<file path="src/rtl/multiplexer_21_pkg.sv">
// Shared constants and helpers for the registered 2:1 multiplexer.
package multiplexer_21_pkg;

  localparam int DEFAULT_WIDTH = 72;
  localparam int CNT_W         = 16;

  // Increment that sticks at all-ones instead of wrapping.
  function automatic logic [CNT_W-1:0] satInc(input logic [CNT_W-1:0] v);
    return (v == {CNT_W{1'b1}}) ? v : v + 1'b1;
  endfunction

endpackage

</file>
<file path="src/rtl/multiplexer_21_byte_parity.sv">
// Even parity of one byte: XOR of its eight bits.
module byte_parity (
  input  logic [7:0] data,
  output logic       par
);

  // Reduction XOR, purely combinational.
  always_comb par = ^data;

endmodule

</file>
<file path="src/rtl/multiplexer_21.sv">
// 2:1 multiplexer with a combinational output, a registered copy carrying
// per-byte parity, and a saturating count of accepted select transitions.
module multiplexer_21
  import multiplexer_21_pkg::*;
#(
  parameter int WIDTH = DEFAULT_WIDTH
) (
  input  logic                 clk,
  input  logic                 rst,
  input  logic [WIDTH-1:0]     A,
  input  logic [WIDTH-1:0]     B,
  input  logic                 selectionLine,
  input  logic                 in_valid,
  output logic [WIDTH-1:0]     C,
  output logic [WIDTH-1:0]     c_q,
  output logic                 out_valid,
  output logic [WIDTH/8-1:0]   par_q,
  output logic [CNT_W-1:0]     sel_changes
);

  localparam int NB = WIDTH / 8;

  // Parity lanes assume whole bytes; reject anything else at elaboration.
  if ((WIDTH % 8) != 0 || WIDTH < 8) begin : gBadWidth
    $error("multiplexer_21: WIDTH (%0d) must be a non-zero multiple of 8", WIDTH);
  end

  logic          selEff;
  logic [NB-1:0] parNext;
  logic          lastSel;
  logic          haveSel;

  // Select resolution: only a definite 1 picks B, so X/Z falls back to A.
  always_comb begin
    selEff = 1'b0;
    if (selectionLine) selEff = 1'b1;
  end

  // Combinational mux output, independent of clk and rst.
  always_comb begin
    C = A;
    if (selEff) C = B;
  end

  // One parity lane per byte of the mux result.
  for (genvar i = 0; i < NB; i++) begin : gPar
    byte_parity uPar (
      .data (C[8*i +: 8]),
      .par  (parNext[i])
    );
  end

  // Register stage: capture accepted samples, track select transitions.
  always_ff @(posedge clk or posedge rst) begin
    if (rst) begin
      c_q         <= '0;
      par_q       <= '0;
      out_valid   <= 1'b0;
      sel_changes <= '0;
      lastSel     <= 1'b0;
      haveSel     <= 1'b0;
    end else begin
      out_valid <= in_valid;
      if (in_valid) begin
        c_q     <= C;
        par_q   <= parNext;
        lastSel <= selEff;
        haveSel <= 1'b1;
        // The first sample after reset has nothing to compare against.
        if (haveSel && (selEff != lastSel))
          sel_changes <= satInc(sel_changes);
      end
    end
  end

endmodule

</file>
<file path="config.mk">
export PLATFORM = sky130hd
export DESIGN_NAME = multiplexer_21
export DESIGN_NICKNAME = d
export VERILOG_FILES = /design/src/rtl/multiplexer_21_pkg.sv /design/src/rtl/multiplexer_21_byte_parity.sv /design/src/rtl/multiplexer_21.sv
export SDC_FILE = /design/constraint.sdc
export NUM_CORES = 1
export LEC_CHECK = 0
export ABC_AREA = 1
export BUFFER_PORTS_ARGS = -buffer_cell sky130_fd_sc_hd__buf_2
export CORE_AREA = 3 3 136 138
export DETAILED_ROUTE_END_ITERATION = 7
export DIE_AREA = 0 0 139 141
export PLACE_DENSITY_LB_ADDON = 0.15
export SKIP_LAST_GASP = 1
export SLEW_MARGIN = 20
export SYNTH_ARGS = -nofsm -noshare
export SYNTH_HDL_FRONTEND = slang
export SYNTH_SLANG_ARGS = --single-unit
</file>
<file path="constraint.sdc">
create_clock -name clk -period 4.4 [get_ports clk]
set_clock_uncertainty 0.15 [all_clocks]
set_input_delay 0.44 -clock clk [delete_from_list [all_inputs] [get_ports clk]]
set_output_delay 0.44 -clock clk [all_outputs]
set_load 0.005 [all_outputs]
</file>
## After elaboration in Yosys (flattened, before gate mapping)

Cells that the tools add are included.

- Register bits: 100
- Word-level logic and storage cells: 23

- Reduce and logical (&&, ||, !) cells: 11
- Muxes and demuxes: 2
- Bitwise gates (word level): 1
- Equality and inequality tests: 2
- Add/sub/neg operators: 1

Operators with widths:

| cell | count |
|---|---|
| $mux W72 | 1 |
| $reduce_xor A8 Y1 | 9 |
| $add A16 B1 Y16 const B | 1 |
| $eq A16 B16 Y1 const B | 1 |
| $reduce_and A3 Y1 | 1 |
| $logic_and A1 B1 Y1 | 1 |
| $mux W1 | 1 |
| $ne A1 B1 Y1 | 1 |
| $not A1 Y1 | 1 |

## Depth between registers and ports, before layout

Gate-level depths: netlist of run 1.

- Depth after elaboration: 4
- Gate-level depth with buffers: 14
- Gate-level depth less buffers: 11

## Cells and area by module

A second synthesis of run 1 with hierarchy kept.

- Cells, all modules: 1,088
- Area, all modules: 6,626.4 µm²

By module, submodules not included:

| module | area an instance (µm²) | sequential area each (µm²) | cells each | instances |
|---|---|---|---|---|
| multiplexer_21 | 5,038.6 | 2,502.4 | 665 | 1 |
| byte_parity | 176.4 | 0.0 | 47 | 9 |

## Worst setup path before layout of run 1

No wires, ideal clock.

- Path kind: register -> register
- From: register sel_changes[0]
- To: register sel_changes[2]
- Period minus slack after synthesis: 1,683 ps
- Library setup time: 125 ps
- Arrival: 1,408 ps
- Buffers on the path: 1
- Path slack: 2,717 ps
- Stages on the path, launching flop included: 11
- Cells stage by stage: dfrtp_1 ha_1 nand3_1 inv_1 nand2_1 nor2_2 nand2_1 nand2_2 buf_6 nor2_2 xor2_1

- Cells in the longest elaborated chain, start to end: 3

RTL lines:

| element | line | text |
|---|---|---|
| start, declared | multiplexer_21.sv:18 | `output logic [CNT_W-1:0] sel_changes` |
| start signal, assigned | multiplexer_21.sv:71 | `sel_changes <= satInc(sel_changes);` |
| branches (longest 3 deep; another with $add A16 B1 Y16) | n/a |  |

Parallel ways; which one is timed is not known.
A chain may end at the register's enable or synchronous reset.

## Worst setup path in the final report of run 1

- From: input port selectionLine
- To: output port C[57]

- Cells in the longest elaborated chain, start to end: 2

RTL lines:

| element | line | text |
|---|---|---|
| start, declared | multiplexer_21.sv:12 | `input logic selectionLine,` |
| $mux W1 | multiplexer_21.sv:36 | `if (selectionLine) selEff = 1'b1;` |
| $mux W72 | multiplexer_21.sv:42 | `if (selEff) C = B;` |
| end, declared | multiplexer_21.sv:14 | `output logic [WIDTH-1:0] C,` |

No other way between the ends.

==> results.py, run 1 <==
metrics = {
    "floorplan": {
        "die_x_um": 139,
        "die_h_um": 141,
        "dieArea_sq_um": 19600,
        "core_sq_um": 17300,
        "row_count": 48,
        "start_util": 0.402,
        "ios": 318,
    },
    "sta": {
        "grt_setup_unrepaired": "no",
        "max_freq_mhz": 405,
        "slew_headroom": 0.313,
        "worst_pin_slew_ns": 1.03,
        "post-route-min-period_ns": 2.47,
        "finalSetupViolCount": 0,
        "hold_viol": 7,
        "slew_viol_final": 0,
        "finalCritPeriodShare": 0.561,
        "fin_ws_ns": 1.93,
        "holdWs_ns": -0.00759,
        "fin_setup_tns_ns": 0,
    },
    "clock_tree": {
        "postCtsSetupRepairBufs": 0,
        "clock_path_buffers": 2,
        "clock-root-buffer": "clkbuf_16",
        "cts_resized": 0,
        "cts_hold_buf": 0,
        "cts.clk_slew.worst_paths_ns": 0.07,
        "clock_latency_ns": 0.34,
        "htreeDepth": 3,
        "cts_tree": "built",
        "cts_buffers": 9,
        "cts.sinks": 100,
    },
    "routing": {
        "wirelength_um": 21500,
        "wl_per_cell_um": 12.8,
        "drtIter0Drc": 405,
        "routed_via_density": 4.60,
        "drc": 0,
        "ant_nets": 0,
        "vias": 7736,
        "first_pass_iters": 5,
    },
    "global_route": {
        "grt_start_max_net_pins": 112,
        "grt_pass1_wl_um": 35000,
        "grt_usage": 0.216,
        "antenna_found_initial": 0,
        "grt_pass1_vias": 7124,
        "grt_overflow_total": 0,
    },
    "setup_path": {
        "worstPathArrival_ns": 1.88,
        "end_kind": "primary output",
        "start_kind": "input pin",
        "path_max_fanout": 98,
        "criticalPathCategory": "in2out",
        "required_ns": 3.81,
    },
    "yosys": {
        "synth_nets": 1314,
        "yosysWarnings": 0,
        "ys_ff_latch": 100,
        "ys_seq_area_frac": 0.360,
        "synthCells": 1165,
        "synth_top_cell_by_area": "nand2_1",
        "synth_area_leaders": "nand2_1 39%, dfrtp_1 36%, o21ai_0 6.8%",
        "synth_top_area_frac": 0.386,
        "synth_cell_types": 27,
        "syn_area_sq_um": 6950,
        "syn_area_per_cell_sq_um": 5.96,
    },
    "power_and_ir_drop": {
        "peakVddDrop_v": 0.000164,
        "leakage_nw": 5.45,
        "powerDensity_nw_per_um2": 313,
    },
    "status": {
        "violations": "hold timing",
        "status": "finished, violations left",
    },
    "cells_and_area": {
        "final_core_util": 0.513,
        "layout_commonest_cell": "nand2_1",
        "drive_above_1_share": 0.256,
        "mostFrequentLayoutCells": "714 x nand2_1, 316 x buf_2, 100 x dfrtp_1",
        "fillCellCount": 1876,
        "nNetsFinal": 1600,
        "syn_to_final_growth_pct": 27.7,
        "diodes": 0,
    },
    "placed_design": {
        "gp_congestion": 0.817,
        "port_buffers": 317,
        "pre_cts_slack_ns": 1.97,
        "hpwl_um": 16600,
    },
    "job": {
        "cap_violations": 0,
    },
    "hold_path": {
        "holdCritPathClass": "in2async",
    },
}
[report_power, final]
| part | total (mW) | internal, mW | switching [mW] |
|---|---|---|---|
| sequential | 1.11 | 1.03 | 0.0831 |
| combinational | 0.788 | 0.314 | 0.474 |
| clock | 0.872 | 0.502 | 0.370 |
[worst max-delay path: stages]
cell and delay [ns]:
buf_4 0.13, inv_4 0.67, o21ai_1 0.32, buf_2 0.21
[Yosys cell counts]
master,n
buf_2,9
xor2_1,5
a21oi_2,1
buf_8,1
nand4_1,5
inv_4,1
nand3_1,15
xnor2_1,3
buf_6,11
o21ai_2,1
clkbuf_1,17
nand3b_1,1
nor3_1,1
dfrtp_1,100
nand2_2,17
nor2_2,5
o21ai_1,29
inv_2,8
nand2_1,714
or2_2,1
ha_1,1
o21ai_0,95
o21bai_1,1
buf_1,1
buf_4,8
inv_1,100
nor2_1,14
[final timing paths]
| check | startpoint | endpoint | slack [ns] | cells after the start |
|---|---|---|---|---|
| max in group asynchronous | rst | c_q[3] | 3.18 | 3 |
| min in group clk | in_valid | out_valid | 0.27 | 1 |
| setup reg to reg | sel_changes[1] | sel_changes[10] | 2.38 | 10 |
| setup / recovery | selectionLine | C[57] | 1.93 | 4 |
| hold / removal | rst | c_q[38] | -0.008 | 2 |
| hold reg to reg | haveSel | haveSel | 0.32 | 1 |
[routing by layer]
| layer | vias up | share of wire | routed length (um) | global-route usage |
|---|---|---|---|---|
| met1 | 3375 | 0.44 | 9440 | 0.274 |
| met5 | - | 0 | 0 | 0 |
| met2 | 227 | 0.48 | 10300 | 0.373 |
| met3 | 20 | 0.065 | 1390 | 0.0451 |
| met4 | 0 | 0.016 | 351 | 0.0644 |
| li1 | 4114 | - | - | - |
[sequential cells by signal, summed over array words and instances (netlist names)]
name / cells
out_valid: 1
par_q: 9
c_q: 72
haveSel: 1
lastSel: 1
sel_changes: 16
[area by class of cell]
class | instances | area, sq um | share of cell area
clock buffers | 9 | 225 | 0.0254
clock inverters | 7 | 97.6 | 0.0110
flip-flops and latches | 100 | 2500 | 0.282
inverters | 109 | 417 | 0.0470
repair buffers | 322 | 1630 | 0.183
multi-input cells | 909 | 3720 | 0.420
well taps | 225 | 282 | 0.0317
[logic make-up after synthesis]
logic type,share of synthesized area
xor+xnor,0.0101
compound gates,0.0929
simple gates,0.431
flops,0.360
buf+inv,0.104
fa+ha+maj,0.00180
[metrics by stage]
| step | cell area (sq um) | power, mW | instances |
|---|---|---|---|
| after floorplan | 6950 | 1.57 | 1165 |
| after global placement | 8550 | 1.91 | 1665 |
| after detailed placement | 8550 | 1.93 | 1665 |
| after CTS | 8870 | 2.81 | 1681 |
| after global routing | 8870 | 2.97 | 1681 |
| final | 8870 | 2.77 | 1681 |
Power figures use the tool's default switching activity.
==> run 2, diff against run 1 <==
==> constraint.sdc (replaced) <==
create_clock -name clk -period 2.6 [get_ports clk]
set_clock_uncertainty 0.15 [all_clocks]
set_input_delay 0.26 -clock clk [delete_from_list [all_inputs] [get_ports clk]]
set_output_delay 0.26 -clock clk [all_outputs]
set_load 0.005 [all_outputs]
==> results.py, run 2 (synthesized netlist as in run 1, its figures left out) <==
metrics = {
    "cells_and_area": {
        "layout_commonest_cell": "nand2_1",
        "drive_above_1_share": 0.258,
        "final_cells": 1686,
        "diodes": 0,
        "top_regs": "c_q (72), sel_changes (16), par_q (9)",
        "design_area_sq_um": 8940,
        "nNetsFinal": 1605,
        "fillCellCount": 1796,
        "mostFrequentLayoutCells": "714 x nand2_1, 316 x buf_2, 100 x dfrtp_1",
        "final_core_util": 0.517,
        "syn_to_final_growth_pct": 28.7,
        "regMostFlops": "c_q",
        "largest_reg_flops": 72,
    },
    "power_and_ir_drop": {
        "clkPwrFrac": 0.296,
        "switchingPower_mw": 1.61,
        "powerDensity_nw_per_um2": 511,
        "peakVddDrop_v": 0.000295,
        "power.total_mw": 4.57,
        "swShare": 0.351,
        "p_comb_frac": 0.295,
        "seqPwrFrac": 0.410,
        "p_int_mw": 2.97,
        "leakage_nw": 5.48,
    },
    "floorplan": {
        "dieArea_sq_um": 19600,
        "row_count": 48,
        "die_x_um": 139,
        "ios": 318,
        "start_util": 0.402,
        "core_sq_um": 17300,
        "die_h_um": 141,
    },
    "global_route": {
        "grt_usage": 0.217,
        "grt_start_max_net_pins": 119,
        "grt_pass1_wl_um": 35100,
        "grt_pass1_vias": 7081,
        "grt_overflow_total": 0,
        "antenna_found_initial": 0,
    },
    "routing": {
        "first_pass_iters": 5,
        "wl_per_cell_um": 12.8,
        "drc": 0,
        "vias": 7729,
        "routed_via_density": 4.58,
        "wirelength_um": 21600,
        "ant_nets": 0,
        "drtIter0Drc": 362,
    },
    "clock_tree": {
        "clock-root-buffer": "clkbuf_16",
        "cts_resized": 0,
        "clock_path_buffers": 2,
        "cts.sinks": 100,
        "cts_tree": "built",
        "cts.clk_slew.worst_paths_ns": 0.08,
        "clock_latency_ns": 0.36,
        "htreeDepth": 3,
        "cts_buffers": 9,
    },
    "hold_path": {
        "hold_start": "in_valid",
        "hold_path_depth": 1,
        "holdCritPathClass": "in2reg",
        "min_to": "out_valid",
    },
    "placed_design": {
        "port_buffers": 317,
        "gp_congestion": 0.832,
        "placed_cells": 1669,
        "hpwl_um": 16600,
        "postPlaceCellArea_sq_um": 8640,
        "pre_cts_slack_ns": 0.546,
    },
    "sta": {
        "holdWs_ns": 0.102,
        "finalCritPeriodShare": 0.763,
        "fin_ws_ns": 0.616,
        "slew_headroom": 0.614,
        "hold_viol": 0,
        "fin_setup_tns_ns": 0,
        "post-route-min-period_ns": 1.98,
        "finalSetupViolCount": 0,
        "grt_setup_unrepaired": "no",
        "max_freq_mhz": 504,
        "worst_pin_slew_ns": 0.579,
        "slew_viol_final": 0,
    },
    "setup_path": {
        "start_kind": "flop",
        "path_max_fanout": 15,
        "timing.rr.end": "sel_changes[12]",
        "worstPathArrival_ns": 2.08,
        "r2r_cells": 11,
        "r2r_start": "sel_changes[0]",
        "rrSetupSlack_ns": 0.62,
        "end_kind": "flop",
        "required_ns": 2.70,
        "criticalPathCategory": "reg2reg",
    },
    "status": {
        "status": "finished clean",
    },
    "job": {
        "cap_violations": 0,
    },
}
## run 2: cell types whose count changed in the layout (fill, tap and decap cells not counted)
cell,change
buf_4,-1
bufinv_16,-2
dlygate4sd3_1,+1
buf_12,+5
clkinv_2,-1
clkinvlp_4,-1
inv_8,+1
inv_4,-1
inv_6,+3
clkinv_4,+1
## run 2: power groups by stage
| stage | clock network, mW | registers, mW | logic [mW] |
|---|---|---|---|
| 6_report | 1.35 | 1.87 | 1.35 |
| 5_1_grt | 1.47 | 1.90 | 1.55 |
| 3_5_place_dp | 0 | 1.90 | 1.36 |
| 3_3_place_gp | 0 | 1.90 | 1.35 |
| 2_1_floorplan | 0 | 1.91 | 0.755 |
| 4_1_cts | 1.40 | 1.87 | 1.37 |
## run 2: timing repair
| item | CTS | global route |
|---|---|---|
| hold buffers | 1 | 0 |
| setup buffers | 0 | 0 |
| hold endpoints to repair | 100 | 0 |
## run 2: final cells by class
type | count | area, sq um | area share
clock inverter | 7 | 63.8 | 0.00713
multi-input combinational | 909 | 3720 | 0.416
tap | 225 | 282 | 0.0315
timing repair buffer | 327 | 1730 | 0.193
clock buffer | 9 | 225 | 0.0252
inverter | 109 | 418 | 0.0467
sequential | 100 | 2500 | 0.280
## run 2: worst max-delay path, stage by stage, from the launching register on
cell and delay [ns]:
dfrtp_1 0.43, ha_1 0.23, nand3_1 0.13, inv_1 0.07
nand2_1 0.11, nor2_2 0.06, nand2_1 0.08, nand2_2 0.19
inv_2 0.24, nand2_1 0.08, nand2_1 0.06, nand2_1 0.04
## run 2: metal layers
metal,vias up,track usage,routed length (um)
li1,4114,-,-
met1,3356,0.264,9000
met2,233,0.384,10700
met3,26,0.0495,1490
met4,0,0.0649,386
met5,-,0,0
## run 2: worst max path at each step
stage                   startpoint              end  slack, ns  cells after the start
global placement     selectionLine         par_q[2]       0.57                     12
floorplan           sel_changes[0]   sel_changes[2]       0.92                     10
global route        sel_changes[0]  sel_changes[15]       0.38                     10
CTS                 sel_changes[0]  sel_changes[10]       0.61                     10
finish              sel_changes[0]  sel_changes[12]       0.62                     11
detailed placement   selectionLine         par_q[2]       0.55                     12
